File: config.mk
export PLATFORM = sky130hd
export DESIGN_NAME = mux9_1_seq_flat
export DESIGN_NICKNAME = d
export VERILOG_FILES = /design/src/rtl/mux9_1_seq_if.sv /design/src/rtl/mux9_1_seq.sv /design/src/flat_wrapper.sv
export SDC_FILE = /design/constraint.sdc
export NUM_CORES = 1
export LEC_CHECK = 0
export CELL_PAD_IN_SITES_DETAIL_PLACEMENT = 0
export CELL_PAD_IN_SITES_GLOBAL_PLACEMENT = 2
export CORE_AREA = 2 2 506 508
export DETAILED_ROUTE_END_ITERATION = 8
export DIE_AREA = 0 0 508 510
export HOLD_SLACK_MARGIN = 0.1
export PLACE_DENSITY = 0.49
export SYNTH_ARGS = -nofsm -noshare
export SYNTH_HDL_FRONTEND = slang
export SYNTH_SLANG_ARGS = --single-unit
File: constraint.sdc
create_clock -name clk -period 3 [get_ports clk]
set_clock_uncertainty 0.15 [all_clocks]
set_input_delay 0.3 -clock clk [delete_from_list [all_inputs] [get_ports clk]]
set_output_delay 0.3 -clock clk [all_outputs]
set_load 0.05 [all_outputs]
File: src/rtl/mux9_1_seq_if.sv
// mux9_1_seq_if
//   Bundles the lane-collector handshake and data signals.
//   master : the side that issues start/adv and presents the lane results
//   slave  : the collector itself (mux9_1_seq)
//   start, adv      : pass framing and per-lane capture request
//   I0..I8          : WIDTH-bit lane results, lane k selected by SD9==k
//   SD9             : current lane select, shared with the paired 1:9 demux
//   Dout/dout_valid : registered captured lane data and its one-cycle strobe
//   busy/done       : pass in progress / one-cycle end-of-pass pulse
interface mux9_1_seq_if #(
  parameter int WIDTH = 128
);
  logic             start;
  logic             adv;
  logic [WIDTH-1:0] I0, I1, I2, I3, I4, I5, I6, I7, I8;
  logic [3:0]       SD9;
  logic [WIDTH-1:0] Dout;
  logic             dout_valid;
  logic             busy;
  logic             done;

  modport master (
    output start, adv, I0, I1, I2, I3, I4, I5, I6, I7, I8,
    input  SD9, Dout, dout_valid, busy, done
  );

  modport slave (
    input  start, adv, I0, I1, I2, I3, I4, I5, I6, I7, I8,
    output SD9, Dout, dout_valid, busy, done
  );
endinterface

File: src/rtl/mux9_1_seq.sv
// mux9_1_seq
//   Collecting end of the 9-lane round distribution path. Walks a 4-bit lane
//   select from 0 to LAST, one step per adv, capturing the selected lane
//   result into a registered output stream. The same select drives the
//   paired 1:9 demux so both ends always address the same lane.
// Ports:
//   clk   : rising-edge clock
//   rst_n : asynchronous active-low reset
//   bus   : mux9_1_seq_if.slave (start, adv, I0..I8 in; SD9, Dout,
//           dout_valid, busy, done out)
// Parameters:
//   WIDTH : lane / Dout width
//   LAST  : highest lane index visited per pass (0..8)
module mux9_1_seq #(
  parameter int WIDTH = 128,
  parameter int LAST  = 8
) (
  input logic         clk,
  input logic         rst_n,
  mux9_1_seq_if.slave bus
);

  localparam logic [3:0] LAST_SEL = 4'(LAST);

  typedef enum logic [1:0] {
    IDLE = 2'd0,
    RUN  = 2'd1,
    DONE = 2'd2
  } state_t;

  state_t           state, state_nxt;
  logic [3:0]       sel_p0, sel_nxt;
  logic             cap_p0;
  logic [WIDTH-1:0] lane_p0;
  logic [WIDTH-1:0] dout_p1;
  logic             vld_p1;

  // Stage p0: select current lane; SD9 never leaves 0..LAST, so the
  // default arm is unreachable in normal operation.
  always_comb begin
    lane_p0 = '0;
    case (sel_p0)
      4'd0:    lane_p0 = bus.I0;
      4'd1:    lane_p0 = bus.I1;
      4'd2:    lane_p0 = bus.I2;
      4'd3:    lane_p0 = bus.I3;
      4'd4:    lane_p0 = bus.I4;
      4'd5:    lane_p0 = bus.I5;
      4'd6:    lane_p0 = bus.I6;
      4'd7:    lane_p0 = bus.I7;
      4'd8:    lane_p0 = bus.I8;
      default: lane_p0 = '0;
    endcase
  end

  always_comb begin
    state_nxt = state;
    sel_nxt   = sel_p0;
    cap_p0    = 1'b0;
    case (state)
      IDLE: begin
        sel_nxt = 4'd0;
        if (bus.start) state_nxt = RUN;
      end
      RUN: begin
        // start is deliberately not looked at here: a pass cannot restart.
        if (bus.adv) begin
          cap_p0 = 1'b1;
          if (sel_p0 == LAST_SEL) begin
            sel_nxt   = 4'd0;
            state_nxt = DONE;
          end else begin
            sel_nxt = sel_p0 + 4'd1;
          end
        end
      end
      DONE: begin
        sel_nxt   = 4'd0;
        state_nxt = IDLE;
      end
      default: begin
        sel_nxt   = 4'd0;
        state_nxt = IDLE;
      end
    endcase
  end

  // Stage p1: registered state, select, captured data and its strobe.
  // Dout is cleared by reset but otherwise only changes on a capture, so it
  // persists through DONE/IDLE and across the next start.
  always_ff @(posedge clk or negedge rst_n) begin
    if (!rst_n) begin
      state   <= IDLE;
      sel_p0  <= 4'd0;
      vld_p1  <= 1'b0;
      dout_p1 <= '0;
    end else begin
      state  <= state_nxt;
      sel_p0 <= sel_nxt;
      vld_p1 <= cap_p0;
      if (cap_p0) dout_p1 <= lane_p0;
    end
  end

  // busy/done decode the registered state, so they are glitch-free and
  // drop immediately on reset along with the state.
  assign bus.SD9        = sel_p0;
  assign bus.Dout       = dout_p1;
  assign bus.dout_valid = vld_p1;
  assign bus.busy       = (state == RUN);
  assign bus.done       = (state == DONE);

endmodule
File: src/flat_wrapper.sv
// flat-port wrapper written by rule: the top's interface ports become plain ports
module mux9_1_seq_flat 
#(
  parameter int WIDTH = 128,
  parameter int LAST  = 8
)
  (clk, rst_n, bus_start, bus_adv, bus_I0, bus_I1, bus_I2, bus_I3, bus_I4, bus_I5, bus_I6, bus_I7, bus_I8, bus_SD9, bus_Dout, bus_dout_valid, bus_busy, bus_done);
  mux9_1_seq_if #(.WIDTH(WIDTH)) bus_i ();
  input logic clk;
  input logic rst_n;
  input wire logic [$bits(bus_i.start)-1:0] bus_start;
  input wire logic [$bits(bus_i.adv)-1:0] bus_adv;
  input wire logic [$bits(bus_i.I0)-1:0] bus_I0;
  input wire logic [$bits(bus_i.I1)-1:0] bus_I1;
  input wire logic [$bits(bus_i.I2)-1:0] bus_I2;
  input wire logic [$bits(bus_i.I3)-1:0] bus_I3;
  input wire logic [$bits(bus_i.I4)-1:0] bus_I4;
  input wire logic [$bits(bus_i.I5)-1:0] bus_I5;
  input wire logic [$bits(bus_i.I6)-1:0] bus_I6;
  input wire logic [$bits(bus_i.I7)-1:0] bus_I7;
  input wire logic [$bits(bus_i.I8)-1:0] bus_I8;
  output wire logic [$bits(bus_i.SD9)-1:0] bus_SD9;
  output wire logic [$bits(bus_i.Dout)-1:0] bus_Dout;
  output wire logic [$bits(bus_i.dout_valid)-1:0] bus_dout_valid;
  output wire logic [$bits(bus_i.busy)-1:0] bus_busy;
  output wire logic [$bits(bus_i.done)-1:0] bus_done;
  assign bus_i.start = bus_start;
  assign bus_i.adv = bus_adv;
  assign bus_i.I0 = bus_I0;
  assign bus_i.I1 = bus_I1;
  assign bus_i.I2 = bus_I2;
  assign bus_i.I3 = bus_I3;
  assign bus_i.I4 = bus_I4;
  assign bus_i.I5 = bus_I5;
  assign bus_i.I6 = bus_I6;
  assign bus_i.I7 = bus_I7;
  assign bus_i.I8 = bus_I8;
  assign bus_SD9 = bus_i.SD9;
  assign bus_Dout = bus_i.Dout;
  assign bus_dout_valid = bus_i.dout_valid;
  assign bus_busy = bus_i.busy;
  assign bus_done = bus_i.done;
  mux9_1_seq #(.WIDTH(WIDTH), .LAST(LAST)) u_core (.clk(clk), .rst_n(rst_n), .bus(bus_i));
endmodule
==> results of run 1 <==
==> synthesized netlist by cell type (all sizes together), types with 3 or more instances <==
| master | instances | share of area |
|---|---|---|
| a22oi | 271 | 0.16 |
| dfrtp | 135 | 0.26 |
| o21ai | 128 | 0.049 |
| a21oi | 119 | 0.046 |
| buf | 119 | 0.056 |
| nor2 | 113 | 0.033 |
| clkbuf | 104 | 0.030 |
| mux2i | 97 | 0.075 |
| a211oi | 92 | 0.053 |
| o22ai | 83 | 0.040 |
| a221oi | 74 | 0.050 |
| a2111oi | 60 | 0.041 |
| o22a | 43 | 0.029 |
| a222oi | 31 | 0.024 |
| a311oi | 31 | 0.021 |
| a31oi | 14 | 0.0068 |
| or3 | 14 | 0.0068 |
| inv | 7 | 0.0020 |
| nand2b | 6 | 0.0029 |
| nand2 | 5 | 0.0014 |
| ha | 4 | 0.0039 |
| nor3 | 4 | 0.0015 |
| nor2b | 3 | 0.0014 |
| o211ai | 3 | 0.0021 |
==> area by class of cell <==
class                   count  area [µm²]
flip-flops and latches    135        3386
clock inverters            13       170.2
inverters                   7       31.28
multi-input cells        1204        8584
repair buffers           1499       15010
diodes                     39       97.59
clock buffers              19       442.9
well taps                3366        4212
fillers                 29050      221500
==> cell families (layout without fill, tap and decap cells) <==
group | Yosys count | after routing | synth area share
AO/OA/AOI/OAI | 953 | 953 | 0.5223
adder cells (fa/ha/maj) | 4 | 4 | 0.003864
buffers and inverters | 230 | 1538 | 0.08780
flip-flops | 135 | 135 | 0.2608
multiplexers | 97 | 97 | 0.07495
other | 0 | 39 | 0
AND/OR/NAND/NOR | 150 | 150 | 0.05032
==> critical path, cell delays in order (launching register included) <==
cell	delay, ns
dfrtp_1	0.39
buf_4	0.17
ha_4	0.28
buf_4	0.27
a221oi_1	0.54
buf_4	0.22
a211oi_1	0.05
buf_4	0.20
a2111oi_0	0.41
nor2_1	0.10
==> registers in the layout, summed over array words and instances (netlist names) <==
signal	flops
u_core.bus.SD9	4
u_core.bus.Dout	128
u_core.state	2
u_core.bus.dout_valid	1
==> power by group <==
| part | leakage [nW] | switching [mW] | total [mW] | internal [mW] |
|---|---|---|---|---|
| Clock | 0.291 | 1.34 | 2.68 | 1.34 |
| Sequential | 1.63 | 0.696 | 3.49 | 2.80 |
| Combinational | 8.37 | 15.6 | 24.5 | 8.87 |
==> layer usage <==
| layer | track usage | part of all wire | vias up |
|---|---|---|---|
| li1 | - | - | 9190 |
| met5 | 0 | 0.0031 | - |
| met2 | 0.2680 | 0.49 | 1427 |
| met3 | 0.05856 | 0.093 | 343 |
| met1 | 0.1734 | 0.38 | 10690 |
| met4 | 0.05158 | 0.034 | 100 |
==> repair_timing <==
action	CTS	global route
hold buffers	1	0
endpoints found under the hold margin	73	0
pin swaps	0	2
setup buffers	0	4
endpoints found under the setup margin	34	7
resized for setup	5	2
==> metrics by stage <==
stage	hold slack, ns	setup TNS, ns
after detailed placement	0.2030	-1.063
final	0.1623	0
after floorplan	-0.1456	0
after global routing	0.1645	-0.1723
after global placement	0.2002	-0.5332
after CTS	0.1271	0
==> worst paths after layout <==
check,endpoint,slack (ns),cells after the start,start
max reg2reg,u_core.bus.Dout[60],0.08,9,u_core.bus.SD9[0]
max in group asynchronous,u_core.bus.Dout[16],1.67,3,rst_n
min in group clk,u_core.state[0],0.22,3,bus_start
min reg2reg,u_core.state[0],0.29,1,u_core.state[1]
min,u_core.bus.dout_valid,0.16,2,rst_n
max,u_core.bus.Dout[60],0.08,9,u_core.bus.SD9[0]
==> placed cells by master (no fill, tap or decap), drive strengths merged, types with 39 or more instances in the layout <==
cell / instances
clkdlybuf4s50: 1286
diode: 39
a21oi: 119
o22a: 43
o21ai: 128
a221oi: 74
a2111oi: 60
dfrtp: 135
a211oi: 92
nor2: 113
buf: 211
o22ai: 83
mux2i: 97
a22oi: 271
==> results.yml, run 1 <==
status:
  status: "complete, no violations"
clock_network:
  htreeDepth: 4
  clockBufferDepth: 2
  cts_root_buf: "clkbuf_16"
  cts_tree: "yes"
  cts_made_buffers: 17
  clkSinkCount: 135
  path_clk_slew_ns: 0.08
  clk_latency_ns: 0.55
synthesis:
  synth_cells: 1569
  synthArstFlopShare: 1.000
  syn_nets: 2729
  synth_edf_count: 0
  synth_ff_type: "dfrtp_1"
  avgSynthCellArea_um2: 8.256
  synth-seq-area-share: 0.2608
  ys_seq_elements: 135
  synthDistinctLibCells: 39
  synthesis.area_mm2: 0.01295
  yosys_warnings: 0
timing:
  final_max_slew_viol_count: 0
  finalHoldViolCount: 0
  grt_setup_unrepaired: "true"
  setup_viol: 0
  worstMarginPinSlew_ns: 0.9218
  finalCriticalPeriod_ns: 2.917
  relSlewSlack: 0.3836
  period_share: 0.9722
  setup_ws_ns: 0.08333
  timing.fmax_mhz: 342.9
die:
  fp.dieH_um: 510
  die_area_mm2: 0.2591
  die_x_um: 508
  initial_utilization: 0.05111
  core_mm2: 0.2535
  rows: 185
  pin_count: 1291
layout:
  area_growth_pct: 146.5
  nets: 4024
  finalCoreUtilization: 0.1260
  fin_area_mm2: 0.03193
  layout-drive-gt1-share: 0.09420
  final_cells: 6282
grt:
  grt_max_degree: 67
  grt_use_total: 0.1548
  grt_pass1_vias: 22330
  grt_overflow: 0
  grt_first_pass_wirelength_um: 256900
  antenna_found_initial: 200
pwr:
  p_total_mw: 30.69
  p_leak_nw: 10.29
  max-vdd-ir-drop_mv: 0.5436
  p_per_area_mw_per_mm2: 961.1
worst_setup_path:
  path_class: "register to register"
  worstSetupEndpointType: "register"
  required_ns: 3.27
  crit_arrival_ns: 3.18
  cp-start-kind: "register"
  crit_path_max_fanout: 21
flow_run:
  maxCapViolCount: 0
routing:
  wl_um: 209800
  post_drt_wl_per_cell_um: 33.39
  drtAntennaViolNets: 0
  viasPerCell: 3.463
  drt_pass1_iterations: 8
  vias: 21750
  initialDrtViolationCount: 1901
  drc: 0
min_path:
  hold_class: "input pin to asynchronous set/reset pin"
place:
  port-buffer-count: 1290
  post-place-cells: 6206
  placed_cell_area_mm2: 0.03113
  dp_hpwl_um: 179800
  dp_worst_setup_slack_ns: -0.06481
  gp_congestion: 0.8729
No activity file was read; power rests on OpenSTA's default activity.
==> inputs of run 2 (changes only) <==
CAP_MARGIN = 0   (was unset)
CTS_CLUSTER_DIAMETER = 200   (was unset)
HOLD_SLACK_MARGIN = 0.12   (was 0.1)
==> results of run 2 <==
Final layout, timing and power as in run 1 (identical DEF).
